===== src/rtl/pc_branch_unit.sv =====
// pc_branch_unit: fetch-stage program-counter register with conditional
// branch resolution (PC-relative immediate B, register-indirect BR),
// stall hold and a sticky HALTED state.
//
// Optional build macro PC_BRANCH_STATS_EN adds saturating branch_count and
// taken_count outputs. Without the macro those ports do not exist.
//
// The FSM state is observable on the halted output, which is registered
// from the same next-state value as the state register.
module pc_branch_unit #(
    parameter int                 ADDR_W   = 16,
    parameter int                 OFFSET_W = 9,
    parameter logic [ADDR_W-1:0]  RESET_PC = '0,
    parameter int                 INC      = 2
) (
    input  logic                clk,
    input  logic                rst_n,
    input  logic                stall,
    input  logic                halt,
    input  logic                branch_en,
    input  logic                branch_reg,
    input  logic [2:0]          ccc,
    input  logic [2:0]          flags,
    input  logic [OFFSET_W-1:0] offset,
    input  logic [ADDR_W-1:0]   reg_target,
    output logic [ADDR_W-1:0]   pc,
    output logic [ADDR_W-1:0]   pc_plus_inc,
    output logic [ADDR_W-1:0]   next_pc,
    output logic                taken,
`ifdef PC_BRANCH_STATS_EN
    output logic [15:0]         branch_count,
    output logic [15:0]         taken_count,
`endif
    output logic                halted
);

    typedef enum logic {
        ST_RUN    = 1'b0,
        ST_HALTED = 1'b1
    } state_t;

    state_t state;
    state_t state_next;

    logic                cond_ok;
    logic                branch_req;
    logic [ADDR_W-1:0]   offset_ext;
    logic [ADDR_W-1:0]   imm_target;

    // Flag bits: Z is flags[2], V is flags[1], N is flags[0].
    logic flag_z;
    logic flag_v;
    logic flag_n;
    assign flag_z = flags[2];
    assign flag_v = flags[1];
    assign flag_n = flags[0];

    // Condition-code decode against the current flags.
    always_comb begin
        cond_ok = 1'b0;
        case (ccc)
            3'b000:  cond_ok = ~flag_z;
            3'b001:  cond_ok = flag_z;
            3'b010:  cond_ok = ~(flag_z | flag_n);
            3'b011:  cond_ok = flag_n;
            3'b100:  cond_ok = flag_z | ~flag_n;
            3'b101:  cond_ok = flag_z | flag_n;
            3'b110:  cond_ok = flag_v;
            default: cond_ok = 1'b1;
        endcase
    end

    // Word offset is sign-extended to the address width and scaled to bytes;
    // all sums wrap modulo 2^ADDR_W.
    assign offset_ext  = {{(ADDR_W-OFFSET_W){offset[OFFSET_W-1]}}, offset};
    assign pc_plus_inc = pc + ADDR_W'(INC);
    assign imm_target  = pc_plus_inc + (offset_ext << 1);

    // A branch instruction is only considered while running and not held.
    assign branch_req = (state == ST_RUN) & ~stall & ~halt & (branch_en | branch_reg);
    assign taken      = branch_req & cond_ok;

    // Next-PC selection and next-state; BR wins over B when both are set.
    always_comb begin
        next_pc    = pc_plus_inc;
        state_next = state;
        if ((state == ST_HALTED) || stall) begin
            next_pc = pc;
        end else if (halt) begin
            next_pc    = pc;
            state_next = ST_HALTED;
        end else if (taken && branch_reg) begin
            next_pc = reg_target;
        end else if (taken && branch_en) begin
            next_pc = imm_target;
        end
    end

    // PC register, FSM state and registered halted flag.
    always_ff @(posedge clk) begin
        if (!rst_n) begin
            pc     <= RESET_PC;
            state  <= ST_RUN;
            halted <= 1'b0;
        end else begin
            pc     <= next_pc;
            state  <= state_next;
            halted <= (state_next == ST_HALTED);
        end
    end

`ifdef PC_BRANCH_STATS_EN
    // Saturating counters of considered branches and taken branches.
    always_ff @(posedge clk) begin
        if (!rst_n) begin
            branch_count <= '0;
            taken_count  <= '0;
        end else begin
            if (branch_req && (branch_count != 16'hFFFF)) begin
                branch_count <= branch_count + 16'd1;
            end
            if (taken && (taken_count != 16'hFFFF)) begin
                taken_count <= taken_count + 16'd1;
            end
        end
    end
`endif

endmodule

===== config.mk =====
export PLATFORM = sky130hd
export DESIGN_NAME = pc_branch_unit
export DESIGN_NICKNAME = d
export VERILOG_FILES = /design/src/rtl/pc_branch_unit.sv
export SDC_FILE = /design/constraint.sdc
export NUM_CORES = 1
export LEC_CHECK = 0
export ABC_CLOCK_PERIOD_IN_PS = 3650
export BUFFER_PORTS_ARGS = -buffer_cell sky130_fd_sc_hd__buf_2
export CAP_MARGIN = 20
export CORE_ASPECT_RATIO = 1.2
export CORE_MARGIN = 1
export CORE_UTILIZATION = 30
export CTS_CLUSTER_SIZE = 14
export DETAILED_ROUTE_END_ITERATION = 7
export HOLD_SLACK_MARGIN = 0.1
export RECOVER_POWER = 25
export SETUP_SLACK_MARGIN = 0.05
export SYNTH_ARGS = -nofsm -noshare
export SYNTH_HDL_FRONTEND = slang
export SYNTH_SLANG_ARGS = --single-unit

===== constraint.sdc =====
create_clock -name clk -period 3.65 [get_ports clk]
set_input_delay 0.1825 -clock clk [delete_from_list [all_inputs] [get_ports clk]]
set_output_delay 0.1825 -clock clk [all_outputs]
set_load 0.1 [all_outputs]

* Yosys cells after proc, flatten, opt, wreduce, memory -nomap -nowiden
Cells that the tools add are included.
Storage, ports and cells: flip-flop bits (word level) 17, input bits 37, output and inout bits 50, logic and storage cells 34
Operators by class: add/sub/neg operators 2, equal/unequal tests 6, multiplexer cells 5, bitwise operators 14, reduce and logical (&&, ||, !) cells 5
Operators with widths (count):
- $mux 16 | 4
- $add 16x16->16 | 1
- $add 16x2->16 const B | 1
- $eq 3x3->1 const B | 3
- $not 1->1 | 7
- $pmux 1 s7 | 1
- $eq 3x2->1 const B | 2
- $and 1x1->1 | 4
- $eq 3x1->1 const B | 1
- $logic_not 3->1 | 1
- $or 1x1->1 | 3
- $logic_and 1x1->1 | 2
- $reduce_and 2->1 | 1
- $logic_or 1x1->1 | 1

* Logic depth before layout (Yosys ltp)
Gate-level depths: netlist (run 1).
depth in word-level cells 10, gate-level depth with buffers 13, mapped depth without buffers 13

* Worst setup path after synthesis (run 1)
No wires, ideal clock.
path type register to output, start reg pc[1], end out next_pc[8], data arrival time 6539 ps, data required time 3467 ps, slack -3071 ps, cell stages (with the launch flop) 12, buffers on the path 0, path through dfxtp_1 > ha_1 > nand3_1 > xnor2_1 > ha_1 > a21o_1 > a31o_2 > or2_2 > a21boi_0 > xnor2_1 > nand2_1 > a31oi_1
Between the ends: word-level cells in the longest chain between the ends 6
Ends and longest elaborated chain:
- from (decl) | line 26 | output logic [ADDR_W-1:0] pc,
- from (signal assigned) | line 106 | pc <= next_pc;
- $add 16x2->16 | line 76 | assign pc_plus_inc = pc + ADDR_W'(INC);
- named net pc_plus_inc[5] | line 27 | output logic [ADDR_W-1:0] pc_plus_inc,
- $add 16x16->16 | line 77 | assign imm_target = pc_plus_inc + (offset_ext << 1);
- $mux 16 | line 94 | end else if (taken && branch_en) begin
- $mux 16 | line 92 | end else if (taken && branch_reg) begin
- $mux 16 | line 89 | end else if (halt) begin
- $mux 16 | line 87 | if ((state == ST_HALTED) || stall) begin
- to (decl) | line 28 | output logic [ADDR_W-1:0] next_pc,
The timed path passes the listed nets, and every way through them passes these cells.

* Final worst setup path (run 1)
start reg pc[2], end out next_pc[15]
Between the ends: word-level cells in the longest chain between the ends 6
Ends and longest elaborated chain (line):
- $add 16x2->16 * | 76
- $add 16x16->16 | 77
- $mux 16 * | 94
- $mux 16 * | 92
- $mux 16 * | 89
- $mux 16 * | 87
Every way passes the cells marked *; elsewhere a longest branch is shown, timed or not.

==> results of run 1 <==
## where the power goes
part | switching, mW | internal [mW]
clock | 0.0850 | 0.0763
sequential | 0.0258 | 0.196
combinational | 0.470 | 0.168
total | 0.581 | 0.440
## layer usage
metal	up-vias	GRT usage
met5	-	0
li1	1214	-
met2	88	0.356
met3	12	0.0340
met1	1163	0.268
met4	0	0.0742
## kinds of logic after synthesis
| logic type | count (synthesis) | share of synthesized area |
|---|---|---|
| buffers and inverters | 17 | 0.0359 |
| XOR/XNOR | 21 | 0.0930 |
| flip-flops | 17 | 0.160 |
| AO/OA/AOI/OAI | 80 | 0.268 |
| AND/OR/NAND/NOR | 122 | 0.318 |
| adder cells (fa/ha/maj) | 19 | 0.115 |
| multiplexers | 2 | 0.0100 |
## path summary, 6_finish.rpt
check           endpoint  slack, ps  cells past startpoint  start
max          next_pc[15]        170                     12  pc[2]
min                state        180                      3   halt
max reg2reg       pc[13]        590                     12  pc[2]
min reg2reg        state        530                      2  state
## final cells by class
class / count / share of cell area
Multi-Input combinational cell: 244 / 0.680
Timing Repair Buffer: 89 / 0.146
Sequential cell: 17 / 0.114
Tap cell: 87 / 0.0336
Clock buffer: 3 / 0.0128
Inverter: 10 / 0.0116
Clock inverter: 1 / 0.00155
## registers in the layout, summed over array words and instances (netlist names)
signal and flops:
pc 16, state 1
## placed cells by master, fill, tap and decap left out, types with 9 or more instances in the layout
| master | instances |
|---|---|
| buf_2 | 67 |
| nand2_1 | 26 |
| nor2_1 | 17 |
| a21oi_1 | 15 |
| clkbuf_1 | 15 |
| and2_1 | 14 |
| nand3_1 | 13 |
| inv_1 | 10 |
| o21ai_0 | 9 |
| ha_4 | 9 |
| ha_1 | 9 |
## through the flow
step	hold WS (ps)	utilization	cells
after floorplan	303	-	278
after global placement	456	0.463	447
after detailed placement	460	0.463	447
after CTS	176	0.469	451
after global routing	187	0.472	451
final	175	0.472	451
## worst max-delay path, cell delays in order, from the launching register on
cell	delay [ps]
dfxtp_4	390
ha_4	180
nand2_1	140
nor2_4	170
and4_2	290
xor2_4	250
ha_4	240
and2_1	190
a221o_1	370
a41oi_4	250
o211ai_1	130
o211ai_1	180
buf_12	220
## timing repair
action,4_1_cts,5_1_grt
hold buffers,0,0
gates resized for setup,0,11
endpoints found under the setup margin,0,5
==> flow_metrics.py, run 1 <==
metrics = {
    "floorplan": {
        "rows": 33,
        "io_pins": 87,
        "start_util": 0.310,
        "coreArea_mm2": 0.00685,
        "die_area_mm2": 0.00743,
        "die_h_um": 94.2,
        "die_x_um": 78.8,
    },
    "power_and_ir_drop": {
        "leakagePower_nw": 1.36,
        "peakVddDrop_v": 0.000165,
        "power_mw": 1.02,
        "power_density_mw_per_mm2": 315,
    },
    "setup_path": {
        "cp.required_ps": 3470,
        "cp-end-kind": "primary output",
        "crit_arrival_ps": 3300,
        "path_max_fanout": 6,
        "crit_type": "reg -> out",
        "worstSetupStartpointType": "register",
    },
    "synth": {
        "synthCells": 278,
        "synthDistinctLibCells": 64,
        "synth.most_common_cell": "nand2_1",
        "yosysSeqAreaShare": 0.160,
        "async_flop_share": 0,
        "synth-seq-cells": 17,
        "ys_warn_count": 0,
        "postSynthAreaPerCell_um2": 7.65,
        "synth_fp_nets": 334,
        "yosys-top-cells-area": "dfxtp_1, ha_1, nand2_1",
        "synth_top_area_frac": 0.160,
        "synthFlopType": "dfxtp_1",
        "synth_area_mm2": 0.00213,
        "yosys.area.top_type": "dfxtp_1",
        "synth_edf_count": 0,
        "synth_common_cells": "nand2_1, nor2_1, a21oi_1, ha_1, dfxtp_1",
    },
    "detailed_routing": {
        "vias": 2477,
        "wl_met2_um": 3790,
        "post-route-drc-count": 0,
        "top_layer": "met4",
        "drtIter0Drc": 81,
        "wirelength_um": 7800,
        "drt-met1-wl_um": 3390,
        "via_per_inst": 5.49,
        "wl_per_cell_um": 17.3,
        "drtAntennaViolNets": 0,
        "dr.pass1.iters": 4,
        "wl_met3_um": 478,
    },
    "grt": {
        "grt_pass1_wl_um": 12000,
        "grt_max_degree": 17,
        "overflow": 0,
        "antenna_found_initial": 0,
        "grt_usage": 0.210,
        "grt_pass1_vias": 2339,
    },
    "timing": {
        "setup_tns_ps": 0,
        "hold_viol": 0,
        "min_period_over_period": 0.953,
        "slew_violations": 0,
        "slew_headroom": 0.222,
        "skew_ps": 4.96,
        "max_freq_ghz": 0.287,
        "grt_setup_unrepaired": "yes",
        "final.min_clock_period_ps": 3480,
        "worst_slew_pin_slew_ps": 1170,
        "fin_ws_ps": 171,
        "setup-violations-final": 0,
    },
    "clocking": {
        "clk_pin_slew_worst_paths_ps": 90,
        "cts_buffer_depth": 2,
        "cts_setup_buffers": 0,
        "cts_made_buffers": 3,
        "clk_latency_ps": 270,
        "cts.sinks": 17,
        "cts_tree": "built",
        "cts_root_buf": "clkbuf_8",
        "h-tree-depth": 1,
    },
    "cells_and_area": {
        "multi_input_area_mm2": 0.00220,
        "area_growth_pct": 52.3,
        "post-route-cell-area_mm2": 0.00324,
        "fillerInstances": 718,
        "drive_gt1_frac": 0.426,
        "regArea_um2": 369,
        "final_nets": 421,
        "diodes": 0,
    },
    "worst_hold_path": {
        "min_path_type": "in -> reg",
    },
    "placed_design": {
        "gp_congestion": 0.850,
        "hpwl_um": 6210,
        "post-place-ws_ps": 392,
        "port_buffers": 86,
        "placed_area_mm2": 0.00317,
    },
    "run": {
        "cap_viol_max_count": 0,
    },
    "status": {
        "status": "complete, no violations",
    },
}
Power figures use the tool's default switching activity.
==> run 2, diff against run 1 <==
Settings changed: RECOVER_POWER 25 to 100.
==> flow_metrics.py, run 2 (synthesis gave the netlist of run 1 again) <==
metrics = {
    "status": {
        "status": "complete, no violations",
    },
    "cells_and_area": {
        "largest_reg_flops": 16,
        "fillerInstances": 740,
        "area_growth_pct": 49.2,
        "reg_top3": "pc: 16 flops, state: 1 flops",
        "finalNonFillerCells": 451,
        "final_common_cell": "buf_2",
        "finalCoreUtilization": 0.463,
        "mostFrequentLayoutCells": "buf_2, clkbuf_1, nand2_1",
        "drive_gt1_frac": 0.352,
        "post-route-cell-area_mm2": 0.00317,
        "largest-register": "pc",
        "final_nets": 421,
        "diodes": 0,
    },
    "power_and_ir_drop": {
        "peakVddDrop_v": 0.000166,
        "power_mw": 1.01,
        "leakagePower_nw": 1.26,
        "power_density_mw_per_mm2": 319,
    },
    "timing": {
        "slew_violations": 0,
        "worst_slew_pin_slew_ps": 1420,
        "fin_ws_ps": 155,
        "grt_setup_unrepaired": "yes",
        "setup_tns_ps": 0,
        "max_freq_ghz": 0.286,
        "final.min_clock_period_ps": 3490,
        "skew_ps": 6.00,
        "hold_viol": 0,
        "whs_ps": 166,
        "slew_headroom": 0.0477,
        "setup-violations-final": 0,
        "min_period_over_period": 0.957,
    },
    "floorplan": {
        "start_util": 0.310,
        "die_area_mm2": 0.00743,
        "die_x_um": 78.8,
        "rows": 33,
        "coreArea_mm2": 0.00685,
        "die_h_um": 94.2,
        "io_pins": 87,
    },
    "setup_path": {
        "cp.required_ps": 3470,
        "path_max_fanout": 7,
        "crit_arrival_ps": 3310,
        "crit_type": "reg -> out",
        "cp-end-kind": "primary output",
        "worstSetupStartpointType": "register",
    },
    "clocking": {
        "cts_setup_buffers": 0,
        "cts_tree": "built",
        "cts_made_buffers": 3,
        "h-tree-depth": 1,
        "cts_buffer_depth": 2,
        "cts_root_buf": "clkbuf_8",
        "cts.sinks": 17,
        "clk_pin_slew_worst_paths_ps": 90,
        "clk_latency_ps": 270,
    },
    "detailed_routing": {
        "vias": 2472,
        "wl_per_cell_um": 17.3,
        "post-route-drc-count": 0,
        "drtIter0Drc": 117,
        "via_per_inst": 5.48,
        "wirelength_um": 7820,
        "drtAntennaViolNets": 0,
        "dr.pass1.iters": 4,
    },
    "grt": {
        "overflow": 0,
        "grt_pass1_vias": 2339,
        "antenna_found_initial": 0,
        "grt_max_degree": 17,
        "grt_usage": 0.210,
        "grt_pass1_wl_um": 12000,
    },
    "placed_design": {
        "port_buffers": 86,
        "post-place-ws_ps": 392,
        "gp_congestion": 0.850,
        "placed_area_mm2": 0.00317,
        "dp.cells": 447,
        "hpwl_um": 6210,
    },
    "worst_hold_path": {
        "min_path_type": "in -> reg",
    },
    "run": {
        "cap_viol_max_count": 0,
    },
}
## run 2: cell types whose count changed in the layout (fill, tap and decap cells not counted)
cell | previous run | this run
a31oi_1 | 4 | 5
a31oi_2 | 2 | 1
buf_12 | 2 | 1
buf_2 | 67 | 39
buf_6 | 1 | 2
clkbuf_1 | 15 | 37
clkbuf_2 | 0 | 6
nor2_1 | 17 | 18
nor2_2 | 2 | 1
nor3_1 | 4 | 6
nor3_2 | 3 | 1
o21ai_0 | 9 | 10
o21ai_4 | 3 | 2
## run 2: final cells by class
| type | count | area, um^2 | area share |
|---|---|---|---|
| clock buffer | 3 | 41.3 | 0.0130 |
| multi-input combinational | 244 | 2170 | 0.685 |
| tap | 87 | 109 | 0.0343 |
| timing repair buffer | 89 | 437 | 0.138 |
| sequential | 17 | 369 | 0.116 |
| inverter | 10 | 37.5 | 0.0118 |
| clock inverter | 1 | 5.00 | 0.00158 |
## run 2: power by group
group | switching, mW | total [mW] | leakage [nW] | internal, mW
sequential | 0.0257 | 0.222 | 0.145 | 0.196
clock | 0.0859 | 0.162 | 0.0255 | 0.0763
combinational | 0.468 | 0.628 | 1.09 | 0.160
## run 2: per-layer routing
metal | routed length, um | global-route usage | vias to the layer above
li1 | - | - | 1214
met1 | 3350 | 0.268 | 1170
met2 | 3900 | 0.356 | 77
met3 | 476 | 0.0340 | 11
met4 | 100 | 0.0742 | 0
met5 | 0 | 0 | -
## run 2: repair_timing
| item | 4_1_cts | 5_1_grt |
|---|---|---|
| hold endpoints to repair | 0 | 0 |
| endpoints found under the setup margin | 0 | 5 |
| hold buffers | 0 | 0 |
| gates resized for setup | 0 | 11 |
## run 2: final timing paths
check,start,end,slack [ps],cells after the start
worst max register to register,pc[1],pc[15],600,12
worst min-delay path,halt,state,170,3
worst min register to register,state,state,520,2
worst max-delay path,pc[1],next_pc[13],160,12
## run 2: worst max-delay path, cell delays in order (launching register included)
cell	delay, ps
dfxtp_4	400
ha_4	180
nand2_1	140
nor2_4	170
and4_2	300
xor2_4	250
ha_4	240
and2_1	190
a221o_1	370
a41oi_4	250
xor2_2	120
o211ai_4	180
buf_6	250
==> run 3, diff against run 2 <==
==> constraint.sdc (replaced) <==
create_clock -name clk -period 3.65 [get_ports clk]
set_input_delay 0 -clock clk [delete_from_list [all_inputs] [get_ports clk]]
set_output_delay 0 -clock clk [all_outputs]
set_load 0.1 [all_outputs]
==> flow_metrics.py, run 3 (synthesis gave the netlist of run 1 again) <==
metrics = {
    "status": {
        "status": "complete, no violations",
    },
    "timing": {
        "slew_violations": 0,
        "setup-violations-final": 0,
        "grt_setup_unrepaired": "no",
        "max_freq_ghz": 0.292,
        "worst_slew_pin_slew_ps": 1210,
        "fin_ws_ps": 228,
        "hold_viol": 0,
        "slew_headroom": 0.199,
        "skew_ps": 2.61,
        "min_period_over_period": 0.938,
        "final.min_clock_period_ps": 3420,
    },
    "setup_path": {
        "cp-startpoint": "pc[1]",
        "worstRegToRegCells": 12,
        "timing.reg2reg.setup_slack_ps": 510,
        "path_max_fanout": 7,
        "r2r_start": "pc[1]",
        "timing.rr.end": "pc[13]",
        "cp.required_ps": 3650,
        "endpoint": "next_pc[12]",
        "crit_arrival_ps": 3420,
        "crit_type": "reg -> out",
        "worstSetupStartpointType": "register",
        "cp-end-kind": "primary output",
    },
    "cells_and_area": {
        "largest_reg_flops": 16,
        "largest-register": "pc",
        "post-route-cell-area_mm2": 0.00319,
        "fillerInstances": 724,
        "mostFrequentLayoutCells": "clkbuf_1, buf_2, nand2_1",
        "multi_input_area_mm2": 0.00215,
        "area_growth_pct": 50.0,
        "final_nets": 427,
        "reg_top3": "pc: 16 flops, state: 1 flops",
        "regArea_um2": 369,
        "final_common_cell": "clkbuf_1",
        "drive_gt1_frac": 0.335,
        "diodes": 0,
    },
    "worst_hold_path": {
        "min_path_type": "in -> reg",
        "min-delay-start": "reg_target[14]",
    },
    "placed_design": {
        "placed_area_mm2": 0.00317,
        "gp_congestion": 0.921,
        "post-place-ws_ps": 319,
        "port_buffers": 86,
        "hpwl_um": 6460,
    },
    "clocking": {
        "clk_pin_slew_worst_paths_ps": 80,
        "cts.sinks": 17,
        "cts_buffer_depth": 2,
        "cts_root_buf": "clkbuf_8",
        "clk_latency_ps": 260,
        "cts_tree": "built",
        "cts_made_buffers": 3,
        "h-tree-depth": 1,
    },
    "power_and_ir_drop": {
        "peakVddDrop_v": 0.000191,
        "power_density_mw_per_mm2": 318,
        "leakagePower_nw": 1.27,
    },
    "grt": {
        "grt_usage": 0.227,
        "grt_max_degree": 18,
        "overflow": 0,
        "gr-max-usage-layer": "met2",
        "use_met3": 0.0447,
        "use_met2": 0.398,
        "antenna_found_initial": 0,
        "grt_pass1_wl_um": 12700,
        "grtUsageMet1": 0.278,
        "grt_pass1_vias": 2374,
    },
    "run": {
        "cap_viol_max_count": 0,
    },
    "detailed_routing": {
        "vias": 2479,
        "wl_per_cell_um": 17.6,
        "post-route-drc-count": 0,
        "dr.pass1.iters": 4,
        "via_per_inst": 5.42,
        "wirelength_um": 8070,
        "drtIter0Drc": 73,
        "drtAntennaViolNets": 0,
    },
    "floorplan": {
        "die_x_um": 78.8,
        "rows": 33,
        "coreArea_mm2": 0.00685,
        "io_pins": 87,
        "die_area_mm2": 0.00743,
        "die_h_um": 94.2,
        "start_util": 0.310,
    },
}
## run 3: what timing repair did
action	4_1_cts	5_1_grt
hold endpoints to repair	3	0
resized for setup	0	1
endpoints found under the setup margin	0	6
hold buffers	4	0
setup buffers	0	2
## run 3: worst max-delay path: stages (launching register included)
cell and delay, ps:
dfxtp_4 400, ha_4 180, nand3_1 180, xnor2_4 280, ha_4 260, a21o_1 200
a31o_2 240, o21ai_0 280, nand3_1 140, xnor2_1 160, o211ai_1 300, clkbuf_2 520
## run 3: area by class of cell
cell class	count	area share
clock buffer	4	0.0141
inverter	10	0.0118
multi-input combinational	244	0.673
sequential	17	0.116
tap	87	0.0341
timing repair buffer	95	0.151
## run 3: routing by layer
layer	up-vias	part of all wire
met3	9	0.047
li1	1219	-
met4	0	0.014
met5	-	0
met1	1179	0.43
met2	72	0.51
## run 3: worst min path at each step
| stage | endpoint | slack (ps) | cells past startpoint |
|---|---|---|---|
| finish | pc[14] | 110 | 4 |
| detailed placement | state | 290 | 3 |
| global placement | state | 270 | 3 |
| global route | pc[14] | 130 | 2 |
| CTS | pc[14] | 110 | 4 |
| floorplan | pc[2] | 120 | 1 |
## run 3: through the flow
step / setup TNS [ps] / hold slack [ps] / util / power [mW] / std cells
floorplan: -5500 / 121 / - / 0.731 / 278
global placement: 0 / 275 / 0.462 / 0.860 / 447
detailed placement: 0 / 286 / 0.462 / 0.864 / 447
CTS: 0 / 106 / 0.475 / 1.03 / 455
global route: 0 / 131 / 0.465 / 1.06 / 457
finish: 0 / 109 / 0.465 / 1.01 / 457
## run 3: power breakdown
group	internal, mW	leakage, nW	switching [mW]
Sequential	0.196	0.145	0.0262
Combinational	0.161	1.10	0.470
Clock	0.0780	0.0228	0.0820
